$ cat src/rtl/prime_pkg.sv
// Shared constants for the prime checker sweep sequencer.
// W         : data width of the checker operand.
// TIMEOUT_D : default cycle budget for one checker verdict.
// TW_D      : default timeout counter width (2**TW_D > TIMEOUT_D).
// state_t   : sweep FSM state encoding.
// RES_PRIME : checker verdict value meaning "prime".
package prime_pkg;

    localparam int unsigned W         = 16;
    localparam int unsigned TIMEOUT_D = 4096;
    localparam int unsigned TW_D      = 13;

    typedef enum logic [2:0] {
        S_IDLE  = 3'd0,
        S_ISSUE = 3'd1,
        S_WAIT  = 3'd2,
        S_EMIT  = 3'd3,
        S_DONE  = 3'd4
    } state_t;

    localparam logic RES_PRIME = 1'b0;

endpackage

$ cat src/rtl/prime_sweep.sv
// Sequencer that sweeps an inclusive range [lo, hi] through the prime checker
// and streams out every prime found on a valid/ready interface.
// Ports:
//   clk, rst          : rising-edge clock, synchronous active-high reset
//   start, lo, hi     : sweep request and inclusive bounds (sampled in IDLE/DONE)
//   sw, go            : operand and one-cycle start pulse to the checker
//   res, stp          : checker verdict (0 = prime) and done flag
//   prime_val/vld/rdy : prime output stream
//   count             : primes emitted in this sweep (saturating)
//   busy, done, err   : sweep status; err flags a checker timeout
// Requires 2**TW > TIMEOUT.
module prime_sweep #(
    parameter int unsigned W       = prime_pkg::W,
    parameter int unsigned TIMEOUT = prime_pkg::TIMEOUT_D,
    parameter int unsigned TW      = prime_pkg::TW_D
) (
    input  logic         clk,
    input  logic         rst,
    input  logic         start,
    input  logic [W-1:0] lo,
    input  logic [W-1:0] hi,
    output logic [W-1:0] sw,
    output logic         go,
    input  logic         res,
    input  logic         stp,
    output logic [W-1:0] prime_val,
    output logic         prime_vld,
    input  logic         prime_rdy,
    output logic [W-1:0] count,
    output logic         busy,
    output logic         done,
    output logic         err
);

    import prime_pkg::*;

    state_t        state, state_nxt;
    logic [W-1:0]  cur, cur_nxt;
    logic [W-1:0]  last, last_nxt;
    logic [TW-1:0] tcnt, tcnt_nxt;
    logic [W-1:0]  sw_nxt;
    logic [W-1:0]  pval_nxt;
    logic [W-1:0]  count_nxt;
    logic          err_nxt;

    // State and registered outputs; status flags follow the next state so
    // they line up with the state they describe.
    always_ff @(posedge clk) begin
        if (rst) begin
            state     <= S_IDLE;
            cur       <= '0;
            last      <= '0;
            tcnt      <= '0;
            sw        <= '0;
            go        <= 1'b0;
            prime_val <= '0;
            prime_vld <= 1'b0;
            count     <= '0;
            busy      <= 1'b0;
            done      <= 1'b0;
            err       <= 1'b0;
        end else begin
            state     <= state_nxt;
            cur       <= cur_nxt;
            last      <= last_nxt;
            tcnt      <= tcnt_nxt;
            sw        <= sw_nxt;
            go        <= (state_nxt == S_ISSUE);
            prime_val <= pval_nxt;
            prime_vld <= (state_nxt == S_EMIT);
            count     <= count_nxt;
            busy      <= (state_nxt == S_ISSUE) || (state_nxt == S_WAIT) ||
                         (state_nxt == S_EMIT);
            done      <= (state_nxt == S_DONE);
            err       <= err_nxt;
        end
    end

    // Next-state, range cursor and timeout logic.
    always_comb begin
        state_nxt = state;
        cur_nxt   = cur;
        last_nxt  = last;
        tcnt_nxt  = tcnt;
        pval_nxt  = prime_val;
        count_nxt = count;
        err_nxt   = err;

        unique case (state)
            S_IDLE, S_DONE: begin
                if (start) begin
                    cur_nxt   = lo;
                    last_nxt  = hi;
                    count_nxt = '0;
                    err_nxt   = 1'b0;
                    state_nxt = (lo > hi) ? S_DONE : S_ISSUE;
                end
            end
            S_ISSUE: begin
                tcnt_nxt  = '0;
                state_nxt = S_WAIT;
            end
            S_WAIT: begin
                if (stp) begin
                    if (res == RES_PRIME) begin
                        pval_nxt  = cur;
                        state_nxt = S_EMIT;
                    end else if (cur == last) begin
                        // End test precedes the increment so hi = all-ones never wraps.
                        state_nxt = S_DONE;
                    end else begin
                        cur_nxt   = cur + W'(1);
                        state_nxt = S_ISSUE;
                    end
                end else if (tcnt == TW'(TIMEOUT - 1)) begin
                    err_nxt   = 1'b1;
                    state_nxt = S_DONE;
                end else begin
                    tcnt_nxt = tcnt + TW'(1);
                end
            end
            S_EMIT: begin
                if (prime_rdy) begin
                    if (count != '1) begin
                        count_nxt = count + W'(1);
                    end
                    if (cur == last) begin
                        state_nxt = S_DONE;
                    end else begin
                        cur_nxt   = cur + W'(1);
                        state_nxt = S_ISSUE;
                    end
                end
            end
            default: state_nxt = S_IDLE;
        endcase

        // The operand is loaded on entry to ISSUE and held through WAIT.
        sw_nxt = sw;
        if (state_nxt == S_ISSUE) begin
            sw_nxt = cur_nxt;
        end
    end

endmodule

$ cat config.mk
export PLATFORM = sky130hd
export DESIGN_NAME = prime_sweep
export DESIGN_NICKNAME = d
export VERILOG_FILES = /design/src/rtl/prime_pkg.sv /design/src/rtl/prime_sweep.sv
export SDC_FILE = /design/constraint.sdc
export NUM_CORES = 1
export LEC_CHECK = 0
export CORE_ASPECT_RATIO = 1.25
export CORE_UTILIZATION = 45
export DETAILED_ROUTE_END_ITERATION = 7
export PLACE_DENSITY_LB_ADDON = 0.2
export SLEW_MARGIN = 20
export SYNTH_ARGS = -nofsm -noshare
export SYNTH_HDL_FRONTEND = slang
export SYNTH_SLANG_ARGS = --single-unit
$ cat constraint.sdc
create_clock -name clk -period 3.35 [get_ports clk]
set_input_delay 1.005 -clock clk [delete_from_list [all_inputs] [get_ports clk]]
set_output_delay 1.005 -clock clk [all_outputs]
set_load 0.02 [all_outputs]
Yosys cells after proc, flatten, opt, wreduce, memory -nomap -nowiden
Cells that the tools add are included.
{"block": "word_totals", "wordCells": 71, "ff_bits": 101}
{"block": "classes", "order_cmp": 1, "n_mux": 25, "reduce_logical": 12, "n_bitwise": 1, "addsub": 3, "n_eq_ne": 17}
{"operator": "$mux 16", "count": 8}
{"operator": "$pmux 16 s3", "count": 1}
{"operator": "$add 16x1->16 const B", "count": 2}
{"operator": "$pmux 16 s2", "count": 1}
{"operator": "$mux 13", "count": 2}
{"operator": "$pmux 13 s2", "count": 1}
{"operator": "$mux 3", "count": 7}
{"operator": "$eq 16x16->1", "count": 1}
{"operator": "$gt 16x16->1", "count": 1}
{"operator": "$ne 16x16->1 const B", "count": 1}
{"operator": "$add 13x1->13 const B", "count": 1}
{"operator": "$eq 13x12->1 const B", "count": 1}
{"operator": "$eq 3x2->1 const B", "count": 4}
{"operator": "$ne 2x2->1 const B", "count": 6}
{"operator": "$pmux 3 s4", "count": 1}
{"operator": "$reduce_and 4->1", "count": 2}
{"operator": "$eq 3x1->1 const B", "count": 2}
{"operator": "$eq 3x3->1 const B", "count": 2}
{"operator": "$reduce_and 3->1", "count": 2}
{"operator": "$reduce_bool 2->1", "count": 3}
{"operator": "$logic_not 3->1", "count": 1}
{"operator": "$mux 1", "count": 3}
{"operator": "$logic_or 1x1->1", "count": 2}
{"operator": "$pmux 1 s2", "count": 1}
{"operator": "3 further kinds", "count": 3}

Depth between registers and ports, before layout
{"block": "depth", "depth_word": 8, "mapped_depth": 10, "depth_no_buf": 9}

Least setup slack after synthesis
No wires, ideal clock.
{"block": "synth_path", "path_type": "input -> register", "start": "input port hi[14]", "end": "register sw[10]", "setup_time_ps": 121, "arrival_time_ps": 3095, "t_required_ps": 3229, "n_path_buf": 1, "path_stages": 10, "setup_slack_ps": 134, "cell_sequence": "inv_1 > ha_1 > nand4_1 > nor4_1 > a21bo_2 > a31o_2 > a211o_4 > nand2_4 > buf_12 > mux2_4"}
{"block": "synth_between", "elab_chain_len": 5}
{"item": "start, declared", "line_no": "prime_sweep.sv:21", "source": "input logic [W-1:0] hi,"}
{"item": "$gt 16x16->1", "line_no": "prime_sweep.sv:96", "source": "state_nxt = (lo > hi) ? S_DONE : S_ISSUE;"}
{"item": "$mux 3", "line_no": "prime_sweep.sv:96"}
{"item": "$mux 3", "line_no": "prime_sweep.sv:91", "source": "if (start) begin"}
{"item": "$pmux 3 s4", "line_no": "prime_sweep.sv:89", "source": "unique case (state)"}
{"item": "$eq 3x1->1", "line_no": "prime_sweep.sv:140", "source": "if (state_nxt == S_ISSUE) begin"}
{"item": "end signal, assigned", "line_no": "prime_sweep.sv:67", "source": "sw <= sw_nxt;"}
{"item": "end, declared", "line_no": "prime_sweep.sv:22", "source": "output logic [W-1:0] sw,"}
Every way passes these cells.
A chain may end at the register's enable or synchronous reset.

Final worst setup path
{"block": "layout_path", "start": "input port lo[9]", "end": "register busy"}
{"block": "layout_between", "elab_chain_len": 7, "word_cells_on_any_way": 9, "classes_between": "order compare (1); eq/ne (3); mux (3); reduce/logical (2)"}
{"item": "start, declared", "line_no": "prime_sweep.sv:20", "source": "input logic [W-1:0] lo,"}
{"item": "$gt 16x16->1 (*)", "line_no": "prime_sweep.sv:96"}
{"item": "$mux 3 (*)", "line_no": "prime_sweep.sv:96"}
{"item": "$mux 3 (*)", "line_no": "prime_sweep.sv:91"}
{"item": "$pmux 3 s4 (*)", "line_no": "prime_sweep.sv:89"}
{"item": "$eq 3x1->1 / $eq 3x2->1 (equally long branches)", "line_no": "prime_sweep.sv:72", "source": "busy <= (state_nxt == S_ISSUE) || (state_nxt == S_WAIT) ||"}
{"item": "$logic_or 1x1->1", "line_no": "prime_sweep.sv:72"}
{"item": "$logic_or 1x1->1 (*)", "line_no": "prime_sweep.sv:72"}
{"item": "end signal, assigned", "line_no": "prime_sweep.sv:72"}
{"item": "end, declared", "line_no": "prime_sweep.sv:30", "source": "output logic busy,"}
Mark *: on every way between the ends. The rest lies on a longest branch, timed or not.

==> impl_metrics.tcl <==
set metrics [dict create \
    power.density_mw_per_mm2 453 \
    grt_pass1_wl_um 24000 \
    numPortBuffers 90 \
    routed_wl_um 14800 \
    ys.flop_type "dfxtp_1" \
    status "completed" \
    antenna_found_initial 0 \
    die_area_mm2 0.0119 \
    finClkSkew_ns 0.0118 \
    cts_buffers 9 \
    coreArea_mm2 0.0111 \
    setup_violations 0 \
    postPlaceCellArea_mm2 0.00641 \
    ys_types 56 \
    crit_end "busy$_SDFF_PP0_" \
    syn_area_mm2 0.00514 \
    antenna_cells 0 \
    synth.avg_cell_area_um2 8.41 \
    finalCriticalPeriod_ns 3.29 \
    yosys_warnings 0 \
    grt_usage_pct 25.4 \
    fill_cells 974 \
    cp.arrival_ns 3.53 \
    cts.sinks 101 \
    ant_nets 0 \
    dpl.hpwl_um 10600 \
    clock_path_buffers 2 \
    die_x_um 97.6 \
    vias 4953 \
    drive_above_1_share_pct 15.6 \
    cellLeakagePower_uw 0.00278 \
    root_buffer "clkbuf_16" \
    drcViolationCount 0 \
    max_freq_mhz 304 \
    finalHoldViolations 0 \
    grt_pass1_vias 4913 \
    crit_path_max_fanout 4 \
    slew_viol_final 0 \
    vias_per_cell 5.68 \
    synth_commonest_cells "101 x dfxtp_1, 99 x nand2_1, 53 x a21oi_1" \
    clock_latency_ns 0.35 \
    rrSetupSlack_ns 0.72 \
    synth-edff-count 0 \
    wire_per_inst_um 17.0 \
    syn-num-nets 668 \
    start_kind "input pin" \
    initial_core_util_pct 46.4 \
    cts_tree "yes" \
    crit_type "in2reg" \
    r2r_cells 10 \
    dp_slack_ns -0.697 \
    worst_pin_slew_ns 0.723 \
    fin_setup_tns_ns 0 \
    startpoint "lo[9]" \
    grt_max_degree 60 \
    grt-ovfl-total 0 \
    cp-end-kind "flop" \
    worst_r2r_startpoint "cur[7]$_SDFF_PP0_" \
    synth_top_area_cell "dfxtp_1" \
    synthTopCellsByArea "dfxtp_1 39%, nand2_1 7.2%, a21oi_1 5.2%" \
    io_pins 91 \
    areaGrowthSynthToFinish_pct 33.9 \
    first_pass_iters 5 \
    netlist_instances 611 \
    hp-class "reg2reg" \
    worstPathRequired_ns 3.59 \
    ys_ff_latch 101 \
    ys_seq_area_share_pct 39.3 \
    cts-htree-levels 3 \
    cts.clk_slew.worst_paths_ns 0.07 \
    yosys.area.top_type_share_pct 39.3 \
    globalplace.congestion 0.861 \
    finalCritPeriodShare_pct 98.2 \
    async_reset_ff_share_pct 0 \
    slew_headroom_pct 51.5 \
    design_area_mm2 0.00688 \
    nets 789 \
    synth_most_common_cell "dfxtp_1" \
    r2r-end "sw[11]$_SDFFE_PP0P_" \
    die_h_um 121 \
    cap_violations 0 \
    rsz0062_at_grt "true" \
    timing.final.ws_setup_ns 0.0609 \
    detailedRoute.firstIterationViolations 309 \
    num_rows 43 \
    ir_drop_uv 234 \
]
[cell families (layout without fill, tap and decap cells)]
logic type      count (synthesis)  count (layout)  synth area share (%)
flops                         101             101                  39.3
simple gates                  267             268                  26.5
xor+xnor                       37              37                  6.30
compound gates                111             111                  13.7
mux                            21              21                  4.97
fa+ha+maj                      19              19                  4.63
buf+inv                        55             180                  4.58
[per-stage QoR]
step / power, uW / hold slack [ns] / std cells / utilization [%]
5_1_grt: 3240 / 0.469 / 872 / 62.1
3_3_place_gp: 1940 / 0.418 / 852 / 57.9
4_1_cts: 3120 / 0.453 / 872 / 61.9
3_5_place_dp: 1950 / 0.444 / 852 / 57.9
2_1_floorplan: 1690 / 0.407 / 611 / -
6_report: 3120 / 0.442 / 872 / 62.1
[report_power, final]
part / total, uW / switching (uW) / internal [uW]
sequential: 1330 / 66.9 / 1260
combinational: 654 / 355 / 299
clock: 1140 / 475 / 663
[worst min-delay path by stage]
stage | start | to | slack [ns] | cells after the start
finish | tcnt[12]$_SDFFE_PP0P_ | tcnt[12]$_SDFFE_PP0P_ | 0.44 | 2
global route | tcnt[12]$_SDFFE_PP0P_ | tcnt[12]$_SDFFE_PP0P_ | 0.47 | 2
CTS | tcnt[12]$_SDFFE_PP0P_ | tcnt[12]$_SDFFE_PP0P_ | 0.45 | 2
detailed placement | tcnt[12]$_SDFFE_PP0P_ | tcnt[12]$_SDFFE_PP0P_ | 0.44 | 2
global placement | tcnt[12]$_SDFFE_PP0P_ | tcnt[12]$_SDFFE_PP0P_ | 0.42 | 2
floorplan | tcnt[12]$_SDFFE_PP0P_ | tcnt[12]$_SDFFE_PP0P_ | 0.41 | 2
[metal layers]
layer  global-route usage [%]  vias to the layer above  wire length, um
met2                     43.3                      195             7180
met4                     12.8                        0              595
met1                     30.9                     2329             6210
met5                        0                        -                0
li1                         -                     2379                -
met3                     4.32                       50              805
[critical path, cell delays in order]
cell	delay, ns
dlygate4sd2_1	0.29
ha_1	0.31
nand4_1	0.17
nor4_4	0.33
a21bo_2	0.28
a31o_2	0.25
a211o_4	0.39
buf_6	0.14
and2_1	0.16
or2_1	0.20
[state kept, by name, summed over array words and instances, names as in the netlist]
register and count:
cur 16, prime_vld 1, last 16, done 1, tcnt 13, go 1
sw 16, count 16, busy 1, err 1, prime_val 16, state 3
[final cells by class]
| cell class | instances | area, um2 | share of cell area [%] |
|---|---|---|---|
| multi-input cells | 456 | 3020 | 43.9 |
| flip-flops and latches | 101 | 2020 | 29.4 |
| repair buffers | 135 | 1240 | 18.0 |
| clock buffers | 10 | 229 | 3.33 |
| well taps | 135 | 169 | 2.45 |
| inverters | 29 | 109 | 1.58 |
| clock inverters | 6 | 95.1 | 1.38 |
[layout by cell type, fill, tap and decap left out, drive strengths merged, types with 11 or more instances in the layout]
cell,count
nand4,13
xor2,23
mux2,15
dfxtp,101
nor3,13
nor2,43
nand2,101
ha,19
and3,11
o21ai,12
nor4,11
clkbuf,15
xnor2,14
nor2b,18
buf,46
clkdlybuf4s50,69
nand3,21
a21oi,55
inv,31
[what timing repair did]
item / in CTS / in global routing
resized for setup: 31 / 20
cloned: 1 / 0
endpoints found under the setup margin: 20 / 19
pin swaps: 10 / 9
hold buffers: 0 / 0
buffers inserted: 3 / 0
Note: power is estimated with default switching activity, not from simulation.
